**config.mk**
```make
export PLATFORM = sky130hd
export DESIGN_NAME = spi_register_write_sink
export DESIGN_NICKNAME = d
export VERILOG_FILES = /design/src/rtl/spi_register_pkg.sv /design/src/rtl/spi_sync_edge.sv /design/src/rtl/spi_register_write_sink.sv
export SDC_FILE = /design/constraint.sdc
export NUM_CORES = 1
export LEC_CHECK = 0
export BUFFER_PORTS_ARGS = -buffer_cell sky130_fd_sc_hd__buf_2
export CAP_MARGIN = 20
export CORE_ASPECT_RATIO = 0.8
export CORE_MARGIN = 2
export CORE_UTILIZATION = 58
export CTS_CLUSTER_SIZE = 10
export DETAILED_ROUTE_END_ITERATION = 8
export GPL_TIMING_DRIVEN = 0
export PLACE_DENSITY = 0.91
export SLEW_MARGIN = 20
export SYNTH_ARGS = -nofsm -noshare
export SYNTH_HDL_FRONTEND = slang
export SYNTH_SLANG_ARGS = --single-unit
```
**constraint.sdc**
```tcl
create_clock -name system_clock -period 8.3 [get_ports system_clock]
set_input_delay 0 -clock system_clock [delete_from_list [all_inputs] [get_ports system_clock]]
set_output_delay 0 -clock system_clock [all_outputs]
set_load 0.02 [all_outputs]
```
**src/rtl/spi_register_pkg.sv**
```systemverilog
// rtl/spi_register_pkg.sv - shared types for the SPI register write sink
package spi_register_pkg;

    typedef enum logic [1:0] {
        IDLE,
        RECEIVE,
        COMMIT
    } write_sink_state_t;

    localparam int BYTE_WIDTH = 8;

endpackage

```
**src/rtl/spi_sync_edge.sv**
```systemverilog
// rtl/spi_sync_edge.sv - multi-flop synchronizer with rise/fall pulse detection
module spi_sync_edge #(
    parameter int SYNC_STAGES = 2
) (
    input  logic system_clock,
    input  logic reset,
    input  logic i_async,
    output logic o_level,
    output logic o_rise,
    output logic o_fall
);

    logic [SYNC_STAGES-1:0] r_sync;
    logic                   r_prev;

    always_ff @(posedge system_clock or posedge reset) begin
        if (reset) begin
            r_sync <= '0;
            r_prev <= 1'b0;
        end else begin
            r_sync <= {r_sync[SYNC_STAGES-2:0], i_async};
            r_prev <= r_sync[SYNC_STAGES-1];
        end
    end

    assign o_level = r_sync[SYNC_STAGES-1];
    assign o_rise  = r_sync[SYNC_STAGES-1] & ~r_prev;
    assign o_fall  = ~r_sync[SYNC_STAGES-1] & r_prev;

endmodule

```
**src/rtl/spi_register_write_sink.sv**
```systemverilog
// rtl/spi_register_write_sink.sv - buffers one SPI write transaction and hands it off via valid/ready
module spi_register_write_sink
    import spi_register_pkg::*;
#(
    parameter int MAX_BYTES   = 16,
    parameter int SYNC_STAGES = 2
) (
    input  logic                              system_clock,
    input  logic                              reset,
    input  logic                              enable,
    input  logic                              data_in_valid,
    input  logic [BYTE_WIDTH-1:0]             data_in,
    output logic [BYTE_WIDTH*MAX_BYTES-1:0]   payload_data,
    output logic [$clog2(MAX_BYTES+1)-1:0]    payload_length,
    output logic                              payload_overflow,
    output logic                              payload_valid,
    input  logic                              payload_ready,
    output logic                              payload_dropped
);

    localparam int COUNT_W = $clog2(MAX_BYTES+1);

    logic w_en_level, w_en_rise, w_en_fall;
    logic w_dv_level, w_dv_rise, w_dv_fall;

    spi_sync_edge #(.SYNC_STAGES(SYNC_STAGES)) u_sync_enable (
        .system_clock (system_clock),
        .reset        (reset),
        .i_async      (enable),
        .o_level      (w_en_level),
        .o_rise       (w_en_rise),
        .o_fall       (w_en_fall)
    );

    spi_sync_edge #(.SYNC_STAGES(SYNC_STAGES)) u_sync_data_valid (
        .system_clock (system_clock),
        .reset        (reset),
        .i_async      (data_in_valid),
        .o_level      (w_dv_level),
        .o_rise       (w_dv_rise),
        .o_fall       (w_dv_fall)
    );

    write_sink_state_t                r_state;
    logic [COUNT_W-1:0]               r_count;
    logic                             r_overflow;
    logic [BYTE_WIDTH*MAX_BYTES-1:0]  r_buffer;
    logic                             r_valid;
    logic                             r_dropped;
    logic                             r_ignore;

    logic                  w_store;
    logic                  w_room;
    logic [COUNT_W-1:0]    w_count_next;
    logic [MAX_BYTES-1:0]  w_byte_we;
    logic                  w_unused;

    // A byte arriving in the same cycle as the enable fall still belongs to this transaction.
    assign w_store      = (r_state == RECEIVE) && w_dv_rise && w_dv_level && (w_en_level || w_en_fall);
    assign w_room       = (r_count < COUNT_W'(MAX_BYTES));
    assign w_count_next = r_count + COUNT_W'(w_store && w_room);
    assign w_unused     = w_dv_fall;

    always_comb begin
        w_byte_we = '0;
        for (int k = 0; k < MAX_BYTES; k++) begin
            w_byte_we[k] = w_store && w_room && (r_count == COUNT_W'(k));
        end
    end

    always_ff @(posedge system_clock or posedge reset) begin
        if (reset) begin
            r_state    <= IDLE;
            r_count    <= '0;
            r_overflow <= 1'b0;
            r_buffer   <= '0;
            r_valid    <= 1'b0;
            r_dropped  <= 1'b0;
            r_ignore   <= 1'b0;
        end else begin
            r_dropped <= 1'b0;
            if (w_en_fall) begin
                r_ignore <= 1'b0;
            end
            case (r_state)
                IDLE: begin
                    if (w_en_rise && !r_ignore) begin
                        r_state    <= RECEIVE;
                        r_count    <= '0;
                        r_overflow <= 1'b0;
                        r_buffer   <= '0;
                    end
                end
                RECEIVE: begin
                    for (int k = 0; k < MAX_BYTES; k++) begin
                        if (w_byte_we[k]) begin
                            r_buffer[k*BYTE_WIDTH +: BYTE_WIDTH] <= data_in;
                        end
                    end
                    if (w_store && !w_room) begin
                        r_overflow <= 1'b1;
                    end
                    r_count <= w_count_next;
                    if (w_en_fall) begin
                        if (w_count_next != '0) begin
                            r_state <= COMMIT;
                            r_valid <= 1'b1;
                        end else begin
                            r_state <= IDLE;
                        end
                    end
                end
                COMMIT: begin
                    if (r_valid && payload_ready) begin
                        r_valid <= 1'b0;
                        r_state <= IDLE;
                    end
                    // A new selection while the consumer is still busy is dropped whole.
                    if (w_en_rise) begin
                        r_dropped <= 1'b1;
                        r_ignore  <= 1'b1;
                    end
                end
                default: begin
                    r_state <= IDLE;
                end
            endcase
        end
    end

    assign payload_data     = r_buffer;
    assign payload_length   = r_count;
    assign payload_overflow = r_overflow;
    assign payload_valid    = r_valid;
    assign payload_dropped  = r_dropped;

endmodule

```
# [Word-level counts from Yosys, hierarchy flattened]
# Cells that the tools add are included.
# Widths: inputs -> output; s select.
[word_totals] ff_bits=145 inputBits=13 elab_cells=160
[classes] add_sub_neg=1 n_lt_le_gt_ge=1 n_eq_ne=38 muxes=37 bitwise=6 n_reduce_logical=51
[op_table] cell="$pmux 128 s2" count=1
[op_table] cell="$mux 128" count=1
[op_table] cell="$mux 8" count=16
[op_table] cell="$reduce_and 3->1" count=18
[op_table] cell="$eq 5x4->1 const B" count=8
[op_table] cell="$ne 2x2->1 const B" count=19
[op_table] cell="$logic_and 1x1->1" count=23
[op_table] cell="$eq 5x3->1 const B" count=4
[op_table] cell="$eq 5x2->1 const B" count=2
[op_table] cell="$mux 1" count=10
[op_table] cell="$pmux 5 s2" count=1
[op_table] cell="$mux 2" count=4
[op_table] cell="$pmux 2 s3" count=1
[op_table] cell="$add 5x1->5" count=1
[op_table] cell="$eq 5x1->1 const B" count=1
[op_table] cell="$logic_not 5->1" count=1
[op_table] cell="$lt 5x5->1 const B" count=1
[op_table] cell="$mux 5" count=1
[op_table] cell="$reduce_bool 5->1" count=1
[op_table] cell="$ne 2x1->1 const B" count=2
[op_table] cell="$pmux 1 s2" count=2
[op_table] cell="$reduce_and 4->1" count=1
[op_table] cell="$reduce_bool 2->1" count=2
[op_table] cell="$and 1x1->1" count=3
[op_table] cell="other kinds (7)" count=10

# [Depth between registers and ports, before layout]
# Gate-level depths: netlist (run 1).
[depth] word_depth=11 depth_mapped=8 ltp_nobuf=7

# [By module]
# A second synthesis (run 1) with hierarchy kept.
[unflattened] hier_cells=544 hier_area_um2=5975.7
[modules_own_cells] module="spi_register_write_sink" n_inst=1 cells_per_inst=532 area_per_inst_um2=5788.1 seq_area_each_um2=3478.3
[modules_own_cells] module="spi_sync_edge" n_inst=2 cells_per_inst=6 area_per_inst_um2=93.8 seq_area_each_um2=75.1

# [Least setup slack after synthesis (run 1)]
# OpenSTA, ideal clock, no wires.
[synth_timing] path_kind="register to register" from="register r_state[1]" to="register r_valid, in the netlist payload_valid" setup_ps=134 arrival_ps=1825 setup_slack_ps=6341 path_stages_with_launch=8 n_path_buf=1 synth_period_minus_slack_ps=1959 path_cell_list="dfrtp_1 > clkbuf_1 > nand4bb_4 > nor2_1 > ha_1 > ha_1 > o41ai_1 > o21ai_0"
[synth_via] elab_chain_len=9 word_cells_on_any_way=14 cone_classes="1 x add/sub; 5 x eq/ne; 1 x mux; 7 x reduce/logical"
[synth_rtl] item="start: declaration" line_no="spi_register_write_sink.sv:44" rtl="write_sink_state_t r_state;"
[synth_rtl] item="start signal: assignment" line_no="spi_register_write_sink.sv:73" rtl="r_state <= IDLE;"
[synth_rtl] item="start signal: assignment" line_no="spi_register_write_sink.sv:88" rtl="r_state <= RECEIVE;"
[synth_rtl] item="start signal: assignment" line_no="spi_register_write_sink.sv:106" rtl="r_state <= COMMIT;"
[synth_rtl] item="$eq 2x1->1" line_no="spi_register_write_sink.sv:59, spi_register_write_sink.sv:85"
[synth_rtl] item="$logic_and 1x1->1 (3 in series)" line_no="spi_register_write_sink.sv:59" rtl="assign w_store = (r_state == RECEIVE) && w_dv_rise && w_dv_level && (w_en_level || w_en_fall);"
[synth_rtl] item="$logic_and 1x1->1" line_no="spi_register_write_sink.sv:61" rtl="assign w_count_next = r_count + COUNT_W'(w_store && w_room);"
[synth_rtl] item="$add 5x1->5" line_no="spi_register_write_sink.sv:61"
[synth_rtl] item="$reduce_bool 5->1" line_no="spi_register_write_sink.sv:105" rtl="if (w_count_next != '0) begin"
[synth_rtl] item="$ne 2x1->1 (no line)"
[synth_rtl] item="$reduce_and 4->1 (no line)"
[synth_rtl] item="end signal: assignment" line_no="spi_register_write_sink.sv:77" rtl="r_valid <= 1'b0;"
[synth_rtl] item="end signal: assignment" line_no="spi_register_write_sink.sv:107" rtl="r_valid <= 1'b1;"
[synth_rtl] item="end signal: assignment" line_no="spi_register_write_sink.sv:115" rtl="r_valid <= 1'b0;"
[synth_rtl] item="end: declaration" line_no="spi_register_write_sink.sv:48" rtl="logic r_valid;"
# Parallel ways exist; a longest one is shown, timed or not.
# A chain may end at the register's enable or synchronous reset.

# [Worst setup path in the final report (run 1)]
# Ends and elaborated chain as after synthesis.

==> results of run 1 <==
power by group through the flow:
stage,Sequential [uW],Combinational (uW),Clock (uW)
CTS,784,522,789
floorplan,842,286,0
detailed placement,796,512,0
finish,785,528,786
global route,791,567,822
global placement,794,496,0
registers in the layout, indices dropped and copies added, names as in the netlist:
name	cells
payload_overflow	1
u_sync_data_valid.r_prev	1
u_sync_enable.r_prev	1
r_ignore	1
u_sync_data_valid.r_sync	2
r_state	2
payload_dropped	1
payload_data	128
u_sync_enable.r_sync	2
payload_valid	1
payload_length	5
cell usage after synthesis:
library cell and count:
nor2_1 3, clkbuf_1 36, nor3_1 2, a31oi_1 2, a221o_1 1, a22o_1 2
o21bai_1 1, o21ai_0 131, buf_6 2, a21oi_1 2, and2_1 2, nor2b_1 4
and4bb_2 3, nand4_4 7, nand3_1 4, nand2_1 14, o21ai_1 1, nand4_2 2
buf_4 2, and4_1 1, nand4_1 1, nand4b_1 3, nor4bb_1 1, nor3b_1 1
ha_1 2, or2_2 2, inv_1 2, o41ai_1 1, nand2b_1 2, nor3b_2 2
mux2i_1 128, nor4_1 3, and3b_1 1, or3b_1 1, dfrtp_1 145, nor3_4 1
nand4bb_4 1, a211o_1 1, nor4b_1 3, buf_2 14, and3_1 2, xnor2_1 1
a21o_1 2
timing repair:
item | 4_1_cts | 5_1_grt
setup buffers | 0 | 0
endpoints found under the hold margin | 66 | 0
hold buffers | 4 | 0
endpoints found under the setup margin | 0 | 0
through the flow:
step                      power, uW  area (um^2)
final                          2100         8120
after detailed placement       1310         7470
after CTS                      2100         8120
after floorplan                1130         6520
after global placement         1290         7440
after global routing           2180         8120
layout by cell type (no fill, tap or decap), types with 3 or more instances in the layout:
master | synthesis | final
and4bb_2 | 3 | 3
nor2_1 | 3 | 3
nand4b_1 | 3 | 3
nor4_1 | 3 | 3
nand2_1 | 14 | 14
nand4_4 | 7 | 7
mux2i_1 | 128 | 128
clkbuf_1 | 36 | 36
nand3_1 | 4 | 4
clkinv_4 | 0 | 3
buf_2 | 14 | 162
bufinv_16 | 0 | 3
nor4b_1 | 3 | 3
dlygate4sd3_1 | 0 | 4
clkbuf_16 | 0 | 17
clkinvlp_4 | 0 | 4
o21ai_0 | 131 | 131
nor2b_1 | 4 | 4
dfrtp_1 | 145 | 145
cells by family (layout without fill, tap and decap cells):
logic type,after synthesis,after routing
compound gates,144,144
buf+inv,56,241
xor+xnor,1,1
mux,128,128
flops,145,145
simple gates,66,66
fa+ha+maj,2,2
critical path: stages (launching register included):
cell and delay [ns]:
dfrtp_1 0.39, clkbuf_1 0.22, nand4bb_4 0.31, nor2_1 0.14
ha_1 0.22, ha_1 0.29, nand2_1 0.08, o41ai_1 0.40
o21ai_0 0.14
layout make-up:
| type | instances | area [um^2] |
|---|---|---|
| timing repair buffer | 153 | 808 |
| multi-input combinational | 341 | 2640 |
| tap | 144 | 180 |
| inverter | 2 | 15.0 |
| clock buffer | 17 | 425 |
| fill | 724 | 2770 |
| clock inverter | 15 | 185 |
| buffer | 54 | 243 |
| sequential | 145 | 3630 |
worst max path at each step:
| stage | cells after the start | slack, ns | to | start |
|---|---|---|---|---|
| 2_1_floorplan | 1 | 4.41 | payload_data[0]$_DFFE_PP0P_ | reset |
| 3_3_place_gp | 2 | 3.16 | payload_data[80]$_DFFE_PP0P_ | reset |
| 3_5_place_dp | 8 | 6.02 | payload_valid$_DFFE_PP0P_ | r_state[1]$_DFFE_PP0P_ |
| 4_1_cts | 8 | 5.99 | payload_valid$_DFFE_PP0P_ | r_state[1]$_DFFE_PP0P_ |
| 5_1_grt | 8 | 5.68 | payload_valid$_DFFE_PP0P_ | r_state[1]$_DFFE_PP0P_ |
| 6_report | 8 | 5.98 | payload_valid$_DFFE_PP0P_ | r_state[1]$_DFFE_PP0P_ |
metal layers:
layer | wire (um) | GRT usage, %
met1 | 7300 | 42.8
met3 | 1660 | 8.68
met5 | 0 | 0
met4 | 478 | 12.4
met2 | 8540 | 47.1
==> metrics.yaml, run 1 <==
drt:
  vias: 5276
  drt_iter0_markers: 462
  wire_per_inst_um: 20.6
  routed_wl_mm: 18.0
  via_per_inst: 6.06
  drtPass1Iterations: 5
  antenna_left: 0
  drc: 0
logic_synthesis:
  synth_nets: 557
  synthAdderAreaFrac_pct: 0.384
  postSynthCellCount: 542
  synth_top_area_share_pct: 55.7
  ys_seq_area_share_pct: 55.7
  synth_area_um2: 6510
  synth_top_family_by_area: "multiplexers"
  synth_area_leader_cell: "dfrtp_1"
  synth_xor_area_share_pct: 0.134
  muxShareOfSynthArea_pct: 19.7
  synth_compound_area_share_pct: 11.5
  syn-mean-instance-area_um2: 12.0
  yosysWarnings: 0
  synth_seq_cells: 145
  yosysUniqueCellTypes: 43
  synth-simple-area-share_pct: 8.76
  ys_top_cells_by_area: "dfrtp_1 56%, mux2i_1 20%, o21ai_0 10%, nand4_4 2.3%, clkbuf_1 2.1%"
finish:
  nets: 729
  instances_no_fill: 871
  synthToLayoutAreaGrowth_pct: 24.7
  drive_gt1_share_pct: 30.0
  utilization_pct: 74.6
  diodes: 0
clock_network:
  clockBufferDepth: 2
  htreeDepth: 4
  clkSinkCount: 145
  clock-root-buffer: "clkbuf_16"
  insertion_delay_ns: 0.43
  cts_tree: "done"
  cts_buffers: 17
  clk_pin_slew_ns: 0.06
  cts.repair.resized: 0
placed_design:
  placedCellCount: 835
  gp_congestion: 0.841
  hpwl_mm: 11.8
  io_buffer_count: 148
  dp_slack_ns: 6.02
critical_path:
  r2r_start: "r_state[1]$_DFFE_PP0P_"
  ff2ff_setup_slack_ns: 5.98
  crit_path_max_fanout: 10
  critical_path_required_ns: 8.59
  reg2reg_depth: 8
  arrival_ns: 2.62
  critPathKind: "register to register"
  critPathCaptureType: "register"
  startpoint_type: "register"
  r2r_end: "payload_valid$_DFFE_PP0P_"
min_path:
  hold_start: "data_in[7]"
  holdPathStages: 3
  hold_end: "payload_data[55]$_DFFE_PP0P_"
  hold_class: "input pin to register"
sta:
  fin_skew_ns: 0.00838
  drv_slew: 0
  hold_viol: 0
  timing.hold.ws_ns: 0.0194
  tns_ns: 0
  timing.fmax_ghz: 0.430
  finalSetupViolCount: 0
  slew_headroom_pct: 52.5
  fin_ws_ns: 5.98
  rsz0062_at_grt: "no"
  period_minus_slack_ns: 2.32
  fin_crit_sh_pct: 28.0
  worst_slew_pin_slew_ns: 0.713
power:
  clock_power_share_pct: 37.5
  p_int_uw: 1360
  ir_drop_uv: 188
  power_density_nw_per_um2: 258
  p_comb_share_pct: 25.1
  p_sw_share_pct: 35.1
  p_sw_uw: 737
  power.leakage_uw: 0.00456
  p_seq_share_pct: 37.4
die:
  fp.coreArea_um2: 10900
  initial_utilization_pct: 59.8
  fp.dieW_um: 122
  num_rows: 34
  die_y_um: 98.8
  die_area_um2: 12100
  ios: 149
global_route:
  grt_pass1_vias: 5249
  grt_max_degree: 84
  grt_usage_pct: 31.1
  antenna_found_initial: 0
  grt-ovfl-total: 0
  grt_pass1_wl_mm: 28.3
outcome:
  outcome: "finished, final reports clean"
run:
  max_cap_violations: 0
Power figures use the tool's default switching activity.
==> inputs of run 2 (changes only) <==
--- a/config.mk
+++ b/config.mk
@@ -9,11 +9,11 @@
 export CAP_MARGIN = 20
 export CORE_ASPECT_RATIO = 0.8
 export CORE_MARGIN = 2
-export CORE_UTILIZATION = 58
+export CORE_UTILIZATION = 54
 export CTS_CLUSTER_SIZE = 10
 export DETAILED_ROUTE_END_ITERATION = 8
 export GPL_TIMING_DRIVEN = 0
-export PLACE_DENSITY = 0.91
+export PLACE_DENSITY = 0.86
 export SLEW_MARGIN = 20
 export SYNTH_ARGS = -nofsm -noshare
 export SYNTH_HDL_FRONTEND = slang
==> constraint.sdc (replaced) <==
create_clock -name system_clock -period 2.25 [get_ports system_clock]
set_input_delay 0 -clock system_clock [delete_from_list [all_inputs] [get_ports system_clock]]
set_output_delay 0 -clock system_clock [all_outputs]
set_load 0.02 [all_outputs]
==> metrics.yaml, run 2 (synthesis gave the netlist of run 1 again) <==
critical_path:
  crit_path_end: "r_state[1]$_DFFE_PP0P_"
  critPathKind: "register to register"
  reg2reg_depth: 7  # -1
  startpoint_type: "register"
  critPathCaptureType: "register"
  ff2ff_setup_slack_ns: 0.18  # -5.80 ns
  cpLargestDelayFamily: "simple AND/OR/NAND/NOR gates"
  r2r_start: "r_state[1]$_DFFE_PP0P_"
  crit_buf_inv: 0  # -1
  critical_path_required_ns: 2.53  # -6.06 ns
  path_depth: 7  # -1
  r2r_end: "r_state[1]$_DFFE_PP0P_"
  crit_path_max_fanout: 12  # +2
  crit_path_start: "r_state[1]$_DFFE_PP0P_"
  arrival_ns: 2.35  # -0.27 ns
  slowest_delay_ns: 0.48  # +0.08 ns
  crit_chain: "nand4bb_4 -> nor2_1 -> ha_1 -> ha_2 -> nand2_1 -> o41ai_2 -> o21ai_0"
  cp_slowest_cell: "dfrtp_2"
sta:
  timing.hold.ws_ns: 0.0545  # +0.0352 ns
  worst_slew_pin_slew_ns: 0.844  # +0.132 ns
  tns_ns: 0  # unchanged
  timing.fmax_ghz: 0.482  # +12%
  hold_viol: 0  # unchanged
  slew_headroom_pct: 43.7  # -8.8 points
  fin_skew_ns: 0.00926  # +0.000882 ns
  drv_slew: 0  # unchanged
  finalSetupViolCount: 0  # unchanged
  fin_ws_ns: 0.177  # -5.80 ns
  fin_crit_sh_pct: 92.1  # +64 points
  period_minus_slack_ns: 2.07  # -0.250 ns
drt:
  drc: 0  # unchanged
  antenna_left: 0  # unchanged
  routed_wl_mm: 18.9  # +4.9%
  drt_iter0_markers: 443  # -4.1%
  via_per_inst: 6.08  # +0.35%
  drtPass1Iterations: 5  # unchanged
  vias: 5331  # +1.0%
  wire_per_inst_um: 21.5  # +4.2%
die:
  ios: 149  # unchanged
  fp.dieW_um: 127  # +3.5%
  die_area_um2: 13000  # +7.1%
  initial_utilization_pct: 55.9  # -3.9 points
  die_y_um: 102  # +3.5%
  num_rows: 35  # +2.9%
  fp.coreArea_um2: 11600  # +7.0%
power:
  p_seq_share_pct: 38.0  # +0.6 points
  power.leakage_uw: 0.00457  # +0.23%
  clock_power_share_pct: 35.7  # -1.8 points
  p_int_uw: 4950  # +260%
  ir_drop_uv: 549  # +190%
  p_sw_uw: 2710  # +270%
  power.total_uw: 7650  # +260%
  power_density_nw_per_um2: 936  # +260%
  p_sw_share_pct: 35.4  # +0.25 points
  p_comb_share_pct: 26.3  # +1.2 points
finish:
  synthToLayoutAreaGrowth_pct: 25.5
  final_common_cell: "buf_2"
  largest_register_ffs: 128  # unchanged
  final_cell_mix: "162 x buf_2, 144 x dfrtp_1, 131 x o21ai_0"
  drive_gt1_share_pct: 30.5  # +0.47 points
  nets: 732  # +0.41%
  diodes: 0  # unchanged
clock_network:
  clockBufferDepth: 2  # unchanged
  insertion_delay_ns: 0.41  # -0.02 ns
  clock-root-buffer: "clkbuf_16"
  htreeDepth: 4  # unchanged
  cts_tree: "done"
  cts_buffers: 17  # unchanged
  clk_pin_slew_ns: 0.06  # about the same
  clkSinkCount: 145  # unchanged
global_route:
  grt_max_degree: 35  # -58%
  grt_pass1_wl_mm: 29.2  # +3.3%
  grt_usage_pct: 29.4  # -1.7 points
  antenna_found_initial: 0  # unchanged
  grt-ovfl-total: 0  # unchanged
  grt_pass1_vias: 5262  # +0.25%
min_path:
  hold_class: "input pin to register"
  holdPathStages: 3  # unchanged
placed_design:
  io_buffer_count: 148  # unchanged
  hpwl_mm: 12.6  # +6.8%
  gp_congestion: 0.908  # +8.0%
  dp_slack_ns: -0.0517  # -6.07 ns
run:
  max_cap_violations: 0  # unchanged
outcome:
  outcome: "finished, final reports clean"
-- run 2: cell count changes in the layout (fill, tap and decap cells not counted), moves of 2 or more --
cell      change
clkinv_4      -3
clkbuf_1      +3
buf_12        +3
inv_8         -2
-- run 2: power by group through the flow --
stage	sequential (uW)	combinational [uW]	clock, uW
2_1_floorplan	3110	1060	0
3_3_place_gp	2930	1840	0
3_5_place_dp	2930	1940	0
4_1_cts	2890	1990	2720
5_1_grt	2930	2140	2840
6_report	2910	2010	2730
-- run 2: worst min path at each step --
stage	start	endpoint
after global routing	data_in[2]	payload_data[18]$_DFFE_PP0P_
after CTS	data_in[7]	payload_data[55]$_DFFE_PP0P_
final	data_in[7]	payload_data[55]$_DFFE_PP0P_
after detailed placement	reset	payload_data[28]$_DFFE_PP0P_
after global placement	enable	u_sync_enable.r_sync[0]$_DFF_PP0_
after floorplan	data_in_valid	u_sync_data_valid.r_sync[0]$_DFF_PP0_
-- run 2: repair_timing --
item                                   CTS  global route
cloned                                   0             0
gates resized for setup                  1             4
hold buffers                             4             0
setup endpoints to repair                2            73
pin swaps                                0             0
setup buffers                            0             0
endpoints found under the hold margin   70             0
-- run 2: layout make-up --
class | count | area, um^2
buffer | 53 | 239
clock buffer | 22 | 454
clock inverter | 9 | 109
fill | 817 | 3470
inverter | 2 | 11.3
multi-input combinational | 341 | 2650
sequential | 145 | 3630
tap | 148 | 185
timing repair buffer | 157 | 896
-- run 2: tightest hold or removal path, stage by stage --
cell and delay, ns:
buf_2 0.10, nand2_1 0.21, mux2i_1 0.12
-- run 2: metrics by stage --
step,instances,utilization (%),cell area [um^2]
5_1_grt,877,70.2,8180
4_1_cts,878,70.1,8170
3_5_place_dp,843,64.9,7560
2_1_floorplan,542,-,6520
6_report,877,70.2,8180
3_3_place_gp,838,63.9,7440
-- run 2: layer usage --
layer / wire, um / global-route usage (%)
met5: 0 / 0
met4: 388 / 9.38
met3: 1530 / 6.96
met2: 8940 / 46.6
met1: 8010 / 40.9
==> inputs of run 3 (changes only) <==
--- a/config.mk
+++ b/config.mk
@@ -9,11 +9,12 @@
 export CAP_MARGIN = 20
 export CORE_ASPECT_RATIO = 0.8
 export CORE_MARGIN = 2
-export CORE_UTILIZATION = 54
+export CORE_UTILIZATION = 56
+export CTS_BUF_LIST = sky130_fd_sc_hd__clkbuf_4 sky130_fd_sc_hd__clkbuf_8
 export CTS_CLUSTER_SIZE = 10
 export DETAILED_ROUTE_END_ITERATION = 8
 export GPL_TIMING_DRIVEN = 0
-export PLACE_DENSITY = 0.86
+export PLACE_DENSITY = 0.82
 export SLEW_MARGIN = 20
 export SYNTH_ARGS = -nofsm -noshare
 export SYNTH_HDL_FRONTEND = slang
==> metrics.yaml, run 3 (synthesis gave the netlist of run 1 again) <==
die:
  die_area_um2: 12500  # -3.4%
  num_rows: 35  # unchanged
  ios: 149  # unchanged
  fp.dieW_um: 125  # -1.7%
  initial_utilization_pct: 57.0  # +1.1 points
  fp.coreArea_um2: 11400  # -1.9%
  die_y_um: 100  # -1.7%
sta:
  fin_ws_ns: 0.169  # -0.00832 ns
  fin_crit_sh_pct: 92.5  # +0.37 points
  timing.fmax_ghz: 0.480  # -0.40%
  slew_headroom_pct: 50.3  # +6.6 points
  rsz0062_at_grt: "no"
  finalSetupViolCount: 0  # unchanged
  hold_viol: 0  # unchanged
  period_minus_slack_ns: 2.08  # +0.00832 ns
  tns_ns: 0  # unchanged
  worst_slew_pin_slew_ns: 0.746  # -0.0988 ns
  fin_skew_ns: 0.0105  # +0.00126 ns
  drv_slew: 0  # unchanged
placed_design:
  dpl_cell_area_um2: 7530  # -0.36%
  hpwl_mm: 12.2  # -3.1%
  io_buffer_count: 148  # unchanged
  placedCellCount: 842  # -0.12%
  gp_congestion: 0.854  # -6.0%
  dp_slack_ns: -0.0346  # +0.0171 ns
clock_network:
  clk_pin_slew_ns: 0.09  # +0.03 ns
  clockBufferDepth: 2  # unchanged
  htreeDepth: 4  # unchanged
  insertion_delay_ns: 0.46  # +0.05 ns
  clock-root-buffer: "clkbuf_8"
  cts_tree: "done"
  cts_buffers: 17  # unchanged
  clkSinkCount: 145  # unchanged
finish:
  final_common_cell: "buf_2"
  drive_gt1_share_pct: 30.8  # +0.37 points
  synthToLayoutAreaGrowth_pct: 22.5
  final_cell_mix: "162 x buf_2, 145 x dfrtp_1, 131 x o21ai_0"
  instances_no_fill: 878  # +0.11%
  nFillCells: 844  # +3.3%
  diodes: 0  # unchanged
  nets: 732  # unchanged
  largest_register_ffs: 128  # unchanged
  design_area_um2: 7980  # -2.4%
drt:
  via_per_inst: 5.89  # -3.1%
  drtPass1Iterations: 5  # unchanged
  routed_wl_mm: 17.7  # -6.4%
  wire_per_inst_um: 20.1  # -6.5%
  drc: 0  # unchanged
  vias: 5170  # -3.0%
  antenna_left: 0  # unchanged
  drt_iter0_markers: 379  # -14%
critical_path:
  r2r_end: "payload_data[66]$_DFFE_PP0P_"
  reg2reg_depth: 4  # -3
  critPathKind: "register to register"
  r2r_start: "r_state[0]$_DFFE_PP0P_"
  startpoint_type: "register"
  arrival_ns: 2.45  # +0.10 ns
  crit_path_max_fanout: 10  # -2
  critPathCaptureType: "register"
  critical_path_required_ns: 2.62  # +0.09 ns
  ff2ff_setup_slack_ns: 0.17  # about the same
power:
  ir_drop_uv: 620  # +13%
  power.total_uw: 6870  # -10%
  power_density_nw_per_um2: 861  # -8.0%
  power.leakage_uw: 0.00450  # -1.6%
global_route:
  grt_pass1_vias: 5182  # -1.5%
  grt_max_degree: 37  # +5.7%
  grt-ovfl-total: 0  # unchanged
  grt_pass1_wl_mm: 28.1  # -3.8%
  antenna_found_initial: 0  # unchanged
  grt_usage_pct: 29.2  # -0.25 points
min_path:
  hold_end: "payload_data[93]$_DFFE_PP0P_"
  hold_start: "data_in[5]"
  holdPathStages: 3  # unchanged
  hold_class: "input pin to register"
run:
  max_cap_violations: 0  # unchanged
outcome:
  outcome: "finished, final reports clean"
run 3: cell types whose count changed in the layout (fill, tap and decap cells not counted), sizes merged, moves of 2 or more:
| cell | delta |
|---|---|
| clkbuf | -3 |
| inv | +2 |
| clkinv | +5 |
| clkinvlp | -2 |
run 3: area by class of cell:
class	instances	area (um^2)	share of cell area (%)
Timing Repair Buffer	157	878	11.0
Multi-Input combinational cell	341	2650	33.2
Buffer	53	240	3.01
Clock buffer	19	262	3.28
Sequential cell	145	3630	45.4
Tap cell	148	185	2.32
Inverter	2	11.3	0.141
Clock inverter	13	129	1.61
run 3: where the power goes:
group          internal, uW  switching, uW
Sequential             2770            136
Clock                   949           1060
Combinational           508           1450
run 3: critical path: stages, from the launching register on:
cell and delay (ns):
dfrtp_1 0.53, nor2b_1 0.45, nand2_1 0.32, clkbuf_1 0.42
mux2i_1 0.26
run 3: worst max-delay path by stage:
stage	startpoint	to	slack, ns	cells past startpoint
final	r_state[0]$_DFFE_PP0P_	payload_data[66]$_DFFE_PP0P_	0.17	4
after CTS	r_state[1]$_DFFE_PP0P_	payload_data[1]$_DFFE_PP0P_	0.01	5
after global routing	r_state[1]$_DFFE_PP0P_	payload_valid$_DFFE_PP0P_	0.006	7
after floorplan	r_state[1]$_DFFE_PP0P_	payload_valid$_DFFE_PP0P_	0.29	7
after global placement	reset	payload_data[120]$_DFFE_PP0P_	-0.29	2
after detailed placement	r_state[1]$_DFFE_PP0P_	payload_valid$_DFFE_PP0P_	-0.03	8
run 3: stage by stage:
step,util [%],hold slack [ns]
finish,69.9,0.0149
CTS,69.8,0.00328
global route,69.9,0.0122
global placement,65.1,0.112
floorplan,-,0.0314
detailed placement,65.9,0.108
run 3: timing repair:
item	in CTS	in global routing
endpoints found under the hold margin	36	0
gates resized for setup	2	3
hold buffers	5	0
gates cloned	0	0
buffers inserted	0	0
endpoints found under the setup margin	2	25
pin swaps	0	0
run 3: layer usage:
metal	GRT usage [%]	vias to the layer above	share of wire, %
met3	7.22	28	7.1
met1	41.0	2627	44
met2	44.4	204	47
met4	11.5	0	1.9
li1	-	2311	-
met5	0	-	0
